<file path="src/rtl/dbg_bus_ctrl_pkg.sv">
// Shared definitions for the UART debug bus controller: host opcodes,
// controller state encoding and small helpers.
package dbg_defs;

  localparam logic [7:0] DBG_WR   = 8'h02;
  localparam logic [7:0] DBG_RD   = 8'h03;
  localparam logic [7:0] DBG_HOLD = 8'h06;
  localparam logic [7:0] DBG_RUN  = 8'h07;

  localparam int TMO_W = 21;
  localparam int LAT_W = 3;

  typedef enum logic [3:0] {
    IDLE,
    ADDR_HI,
    ADDR_LO,
    DATA,
    ACQUIRE,
    ACCESS,
    RD_WAIT,
    TX_SEND,
    TX_WAIT
  } dbg_state_t;

  function automatic logic [7:0] sat_inc8(input logic [7:0] v);
    return (v == 8'hFF) ? v : v + 8'd1;
  endfunction

endpackage

</file>
<file path="src/rtl/dbg_bus_ctrl.sv">
// UART debug command parser and bus arbiter: accepts WRITE/READ/HOLD/RUN
// commands from the host, borrows the CPU bus and returns read data over UART.
module dbg_bus_ctrl
  import dbg_defs::*;
#(
  parameter int unsigned RD_LAT      = 1,
  parameter int unsigned TIMEOUT     = 1048576,
  parameter bit          HOLD_ON_RST = 1'b1
) (
  input  logic        clk,
  input  logic        rst,
  input  logic        rx_valid,
  input  logic [7:0]  rx_data,
  output logic        tx_start,
  output logic [7:0]  tx_data,
  input  logic        tx_active,
  output logic        cpu_hold,
  output logic        cpu_halt_req,
  input  logic        cpu_halt_ack,
  output logic        bus_sel,
  output logic [15:0] bus_addr,
  output logic [7:0]  bus_wdata,
  output logic        bus_we,
  output logic        bus_re,
  input  logic [7:0]  bus_rdata,
  output logic [7:0]  err_cnt
);

  localparam logic [TMO_W-1:0] TMO_LAST = TMO_W'(TIMEOUT - 1);
  localparam logic [LAT_W-1:0] LAT_LAST = LAT_W'(RD_LAT - 1);

  dbg_state_t       state_q, state_d;
  logic             is_wr_q;
  logic [15:0]      addr_q;
  logic [7:0]       wdata_q;
  logic [7:0]       tx_data_q;
  logic             hold_q;
  logic [7:0]       err_q;
  logic [TMO_W-1:0] tmo_cnt_q;
  logic [LAT_W-1:0] lat_cnt_q;
  logic             tx_active_q;

  logic collecting, busy, known_op, tmo_hit, rd_done, tx_fall, err_evt;

  assign collecting = state_q inside {ADDR_HI, ADDR_LO, DATA};
  assign busy       = state_q inside {ACQUIRE, ACCESS, RD_WAIT, TX_SEND, TX_WAIT};
  assign known_op   = rx_data inside {DBG_WR, DBG_RD, DBG_HOLD, DBG_RUN};
  assign tmo_hit    = collecting && !rx_valid && (tmo_cnt_q == TMO_LAST);
  assign rd_done    = (state_q == RD_WAIT) && (lat_cnt_q == LAT_LAST);
  assign tx_fall    = tx_active_q && !tx_active;

  // Every way a command can go wrong funnels into one saturating counter.
  assign err_evt = (state_q == IDLE && rx_valid && !known_op)
                || tmo_hit
                || (busy && rx_valid);

  // State register plus datapath registers.
  always_ff @(posedge clk) begin
    // NOTE: non-blocking assignments keep every register sampling pre-edge values,
    // so the order of statements in this block cannot change behaviour.
    if (rst) begin
      state_q     <= IDLE;
      is_wr_q     <= 1'b0;
      addr_q      <= '0;
      wdata_q     <= '0;
      tx_data_q   <= '0;
      hold_q      <= HOLD_ON_RST;
      err_q       <= '0;
      tmo_cnt_q   <= '0;
      lat_cnt_q   <= '0;
      tx_active_q <= 1'b0;
    end else begin
      state_q     <= state_d;
      tx_active_q <= tx_active;

      if (err_evt) err_q <= sat_inc8(err_q);

      if (rx_valid || !collecting) tmo_cnt_q <= '0;
      else if (tmo_cnt_q != '1)    tmo_cnt_q <= tmo_cnt_q + 1'b1;

      if (state_q == RD_WAIT) lat_cnt_q <= lat_cnt_q + 1'b1;
      else                    lat_cnt_q <= '0;

      if (rd_done) tx_data_q <= bus_rdata;

      if (rx_valid) begin
        unique case (state_q)
          IDLE: begin
            if (rx_data == DBG_WR || rx_data == DBG_RD) is_wr_q <= (rx_data == DBG_WR);
            if (rx_data == DBG_HOLD) hold_q <= 1'b1;
            if (rx_data == DBG_RUN)  hold_q <= 1'b0;
          end
          ADDR_HI: addr_q[15:8] <= rx_data;
          ADDR_LO: addr_q[7:0]  <= rx_data;
          DATA:    wdata_q      <= rx_data;
          default: ;
        endcase
      end
    end
  end

  always_comb begin
    // NOTE: the default assignment up front is what keeps this block from
    // inferring a latch on paths that do not assign state_d.
    state_d = state_q;
    unique case (state_q)
      IDLE:    if (rx_valid && (rx_data == DBG_WR || rx_data == DBG_RD)) state_d = ADDR_HI;
      ADDR_HI: if (rx_valid) state_d = ADDR_LO;
               else if (tmo_hit) state_d = IDLE;
      ADDR_LO: if (rx_valid) state_d = is_wr_q ? DATA : ACQUIRE;
               else if (tmo_hit) state_d = IDLE;
      DATA:    if (rx_valid) state_d = ACQUIRE;
               else if (tmo_hit) state_d = IDLE;
      ACQUIRE: if (hold_q || cpu_halt_ack) state_d = ACCESS;
      ACCESS:  state_d = is_wr_q ? IDLE : RD_WAIT;
      RD_WAIT: if (rd_done) state_d = TX_SEND;
      TX_SEND: if (!tx_active) state_d = TX_WAIT;
      TX_WAIT: if (tx_fall) state_d = IDLE;
      default: state_d = IDLE;
    endcase
  end

  // Strobes are masked by rst so a reset landing on ACCESS never reaches the bus.
  always_comb begin
    cpu_halt_req = 1'b0;
    bus_sel      = 1'b0;
    bus_we       = 1'b0;
    bus_re       = 1'b0;
    tx_start     = 1'b0;
    unique case (state_q)
      ACQUIRE: cpu_halt_req = !hold_q;
      ACCESS: begin
        cpu_halt_req = !hold_q;
        bus_sel      = 1'b1;
        bus_we       = is_wr_q && !rst;
        bus_re       = !is_wr_q && !rst;
      end
      RD_WAIT: begin
        cpu_halt_req = !hold_q;
        bus_sel      = 1'b1;
      end
      TX_SEND: tx_start = !tx_active && !rst;
      default: ;
    endcase
  end

  assign cpu_hold  = hold_q;
  assign bus_addr  = addr_q;
  assign bus_wdata = wdata_q;
  assign tx_data   = tx_data_q;
  assign err_cnt   = err_q;

endmodule

</file>
<file path="config.mk">
export PLATFORM = sky130hd
export DESIGN_NAME = dbg_bus_ctrl
export DESIGN_NICKNAME = d
export VERILOG_FILES = /design/src/rtl/dbg_bus_ctrl_pkg.sv /design/src/rtl/dbg_bus_ctrl.sv
export SDC_FILE = /design/constraint.sdc
export NUM_CORES = 1
export LEC_CHECK = 0
export CAP_MARGIN = 20
export CORE_UTILIZATION = 55
export DETAILED_ROUTE_END_ITERATION = 10
export DONT_BUFFER_PORTS = 1
export PLACE_DENSITY_LB_ADDON = 0.05
export RECOVER_POWER = 50
export SLEW_MARGIN = 10
export SYNTH_ARGS = -nofsm -noshare
export SYNTH_HDL_FRONTEND = slang
export SYNTH_SLANG_ARGS = --single-unit
</file>
<file path="constraint.sdc">
create_clock -name clk -period 2.8 [get_ports clk]
set_input_delay 0.42 -clock clk [delete_from_list [all_inputs] [get_ports clk]]
set_output_delay 0.42 -clock clk [all_outputs]
set_load 0.01 [all_outputs]
</file>
==> results.json <==
{
  "status": "completed",
  "cp_top_family": "simple AND/OR/NAND/NOR gates",
  "critPathArrivalTime_ns": 2.66,
  "cts-resized-gates": 0,
  "cts_num_sinks": 71,
  "p_per_area_mw_per_mm2": 572,
  "path_class": "reg -> reg",
  "stdcell_area_mm2": 0.00359,
  "nets": 392,
  "power_frac_clock_pct": 48.8,
  "r2r_end": "err_cnt[6]$_SDFFE_PP0P_",
  "htreeDepth": 3,
  "syn2layout_area_growth_pct": 8.72,
  "timing.rr.start": "tmo_cnt_q[0]$_SDFFE_PP0P_",
  "io_pins": 67,
  "finalSetupTns_ns": 0,
  "cp_max_fo": 10,
  "dr.pass1.iters": 4,
  "grt_first_pass_wirelength_mm": 11.4,
  "ys.flop_type": "dfxtp_1",
  "combinationalPowerShare_pct": 1.4,
  "drtAntennaViolNets": 0,
  "cpMaxStageDelayCell": "nand4_1",
  "finalNonFillerCells": 443,
  "drt_iter0_markers": 175,
  "hold_start": "rst",
  "antenna_cells": 0,
  "setup_viol": 0,
  "yosysSeqAreaShare_pct": 43.1,
  "place_congestion": 0.789,
  "core_area_mm2": 0.00564,
  "yosysWarnings": 0,
  "setup_slack_ns": 0.360,
  "required_ns": 3.02,
  "drcViolationCount": 0,
  "power_mw": 2.05,
  "max_freq_ghz": 0.410,
  "synth_area_mm2": 0.00330,
  "mappedNetlistNets": 395,
  "p_switching_uw": 387,
  "async_flop_share_pct": 0,
  "synth.distinct_cells": 53,
  "topRoutingLayerUsed": "met4",
  "register_area_mm2": 0.00142,
  "dieArea_mm2": 0.00631,
  "grt-ovfl-total": 0,
  "dpl_cell_area_mm2": 0.00334,
  "rrSetupSlack_ns": 0.36,
  "fin_skew_ns": 0.00617,
  "die_x_um": 79.5,
  "crit_cells": 6,
  "num_rows": 27,
  "cts_made_buffers": 9,
  "met3_length_um": 429,
  "routedLengthMet1_mm": 3.16,
  "dp_hpwl_mm": 4.78,
  "place_inst": 428,
  "via_per_inst": 5.97,
  "slowest_delay_ns": 0.44,
  "p_int_mw": 1.67,
  "drv_slew": 0,
  "min_to": "err_cnt[7]$_SDFFE_PP0P_",
  "slew_headroom_pct": 41.9,
  "wl_mm": 6.99,
  "die_h_um": 79.5,
  "post-route-min-period_ns": 2.44,
  "cts_tree": "yes",
  "swShare_pct": 18.9,
  "hold_viol_final": 0,
  "place_ws_ns": 0.402,
  "multi_input_area_mm2": 0.00178,
  "drive_above_1_share_pct": 7.01,
  "netlist_instances": 370,
  "clkTransAtPathRegs_ns": 0.07,
  "pwr-share-seq_pct": 49.8,
  "root_buffer": "clkbuf_8",
  "static-leakage-power_nw": 1.37,
  "antenna_found_initial": 0,
  "period_share_pct": 87.1,
  "postCtsHoldBufs": 0,
  "grt_max_degree": 59,
  "wl_per_cell_um": 15.8,
  "synth-seq-cells": 71,
  "path_cells": "ha_1 > and3_1 > and4_1 > nand4_1 > a21oi_1 > mux2_1",
  "grtUsageTotal_pct": 23.3,
  "rsz0062_at_grt": "no",
  "clock_latency_ns": 0.34,
  "start_util_pct": 58.5,
  "utilization_pct": 63.6,
  "layout_commonest_cell": "dfxtp_1",
  "dr_total_vias": 2644,
  "syn_area_per_cell_um2": 8.92,
  "hold_path_depth": 1,
  "max-cap-violations": 0,
  "worstMarginPinSlew_ns": 0.867,
  "synth_edf_count": 0,
  "final_cell_mix": "71 x dfxtp_1, 70 x nor2_1, 31 x mux2i_1",
  "place.port_buffers": 0,
  "post_cts_buffers": 0,
  "end_kind": "flop",
  "ir_worst_vdd_uv": 456,
  "hold_path_class": "in -> reg",
  "worst-path-buf-inv": 0,
  "r2r_cells": 6,
  "dr_wl_met2_mm": 3.29,
  "fillCellCount": 496,
  "grt_pass1_vias": 2346,
  "cp-start-kind": "flop",
  "whs_ns": 0.178,
  "cts_buffer_depth": 2
}
-- synthesized netlist by cell type, drive strengths merged (8+ instances only) --
library cell / n / area (um2)
dfxtp: 71 / 1420
nand4: 8 / 50.1
mux2i: 31 / 310
a21oi: 21 / 105
nand2: 15 / 56.3
inv: 10 / 37.5
nor2b: 12 / 75.1
clkbuf: 14 / 52.6
nor3: 8 / 45.0
nor2: 70 / 263
-- power groups by stage --
stage | Clock (mW) | Combinational (mW) | Sequential, mW
final | 1.00 | 0.0296 | 1.02
after global routing | 1.07 | 0.0324 | 1.02
after CTS | 1.02 | 0.0300 | 1.02
after detailed placement | 0 | 0.0297 | 1.04
after global placement | 0 | 0.0287 | 1.04
after floorplan | 0 | 0.0369 | 1.04
-- state kept, by name, indices dropped and copies added, names as in the netlist --
signal and flops:
bus_addr 16, bus_wdata 8, cpu_hold 1, err_cnt 8, is_wr_q 1, lat_cnt_q 3, state_q 4, tmo_cnt_q 21
tx_active_q 1, tx_data 8
-- per-layer routing --
layer | vias up | global-route usage [%]
met1 | 1236 | 30.6
li1 | 1321 | -
met5 | - | 0
met3 | 11 | 6.40
met4 | 0 | 10.5
met2 | 76 | 35.5
-- worst register-to-register path, cell delays in order (launching register included) --
cell and delay (ns):
dfxtp_1 0.39, ha_1 0.24, and3_1 0.24, and4_1 0.36, nand4_1 0.45, a21oi_1 0.31, mux2_1 0.34
-- how the worst max path moves through the flow --
stage / from / to
CTS: tmo_cnt_q[0]$_SDFFE_PP0P_ / err_cnt[0]$_SDFFE_PP0P_
global placement: tmo_cnt_q[0]$_SDFFE_PP0P_ / err_cnt[0]$_SDFFE_PP0P_
global route: tmo_cnt_q[0]$_SDFFE_PP0P_ / err_cnt[7]$_SDFFE_PP0P_
detailed placement: tmo_cnt_q[0]$_SDFFE_PP0P_ / err_cnt[0]$_SDFFE_PP0P_
floorplan: rx_data[3] / err_cnt[2]$_SDFFE_PP0P_
finish: tmo_cnt_q[0]$_SDFFE_PP0P_ / err_cnt[6]$_SDFFE_PP0P_
-- final cells by class --
cell class	count	share of cell area, %
tap	72	2.51
multi-input combinational	273	49.6
timing repair buffer	2	0.419
clock inverter	3	2.51
clock buffer	12	4.33
sequential	71	39.6
inverter	10	1.05
-- cell families after synthesis --
logic type / count (synthesis) / share of synthesized area (%)
AOI/OAI and AO/OA: 62 / 13.3
xor gates and xnor gates: 11 / 2.92
adders and majority gates: 4 / 1.52
buffers and inverters: 26 / 3.03
DFF: 71 / 43.1
muxes: 37 / 11.6
and+or+nand+nor: 159 / 24.6
No activity file was read; power rests on OpenSTA's default activity.
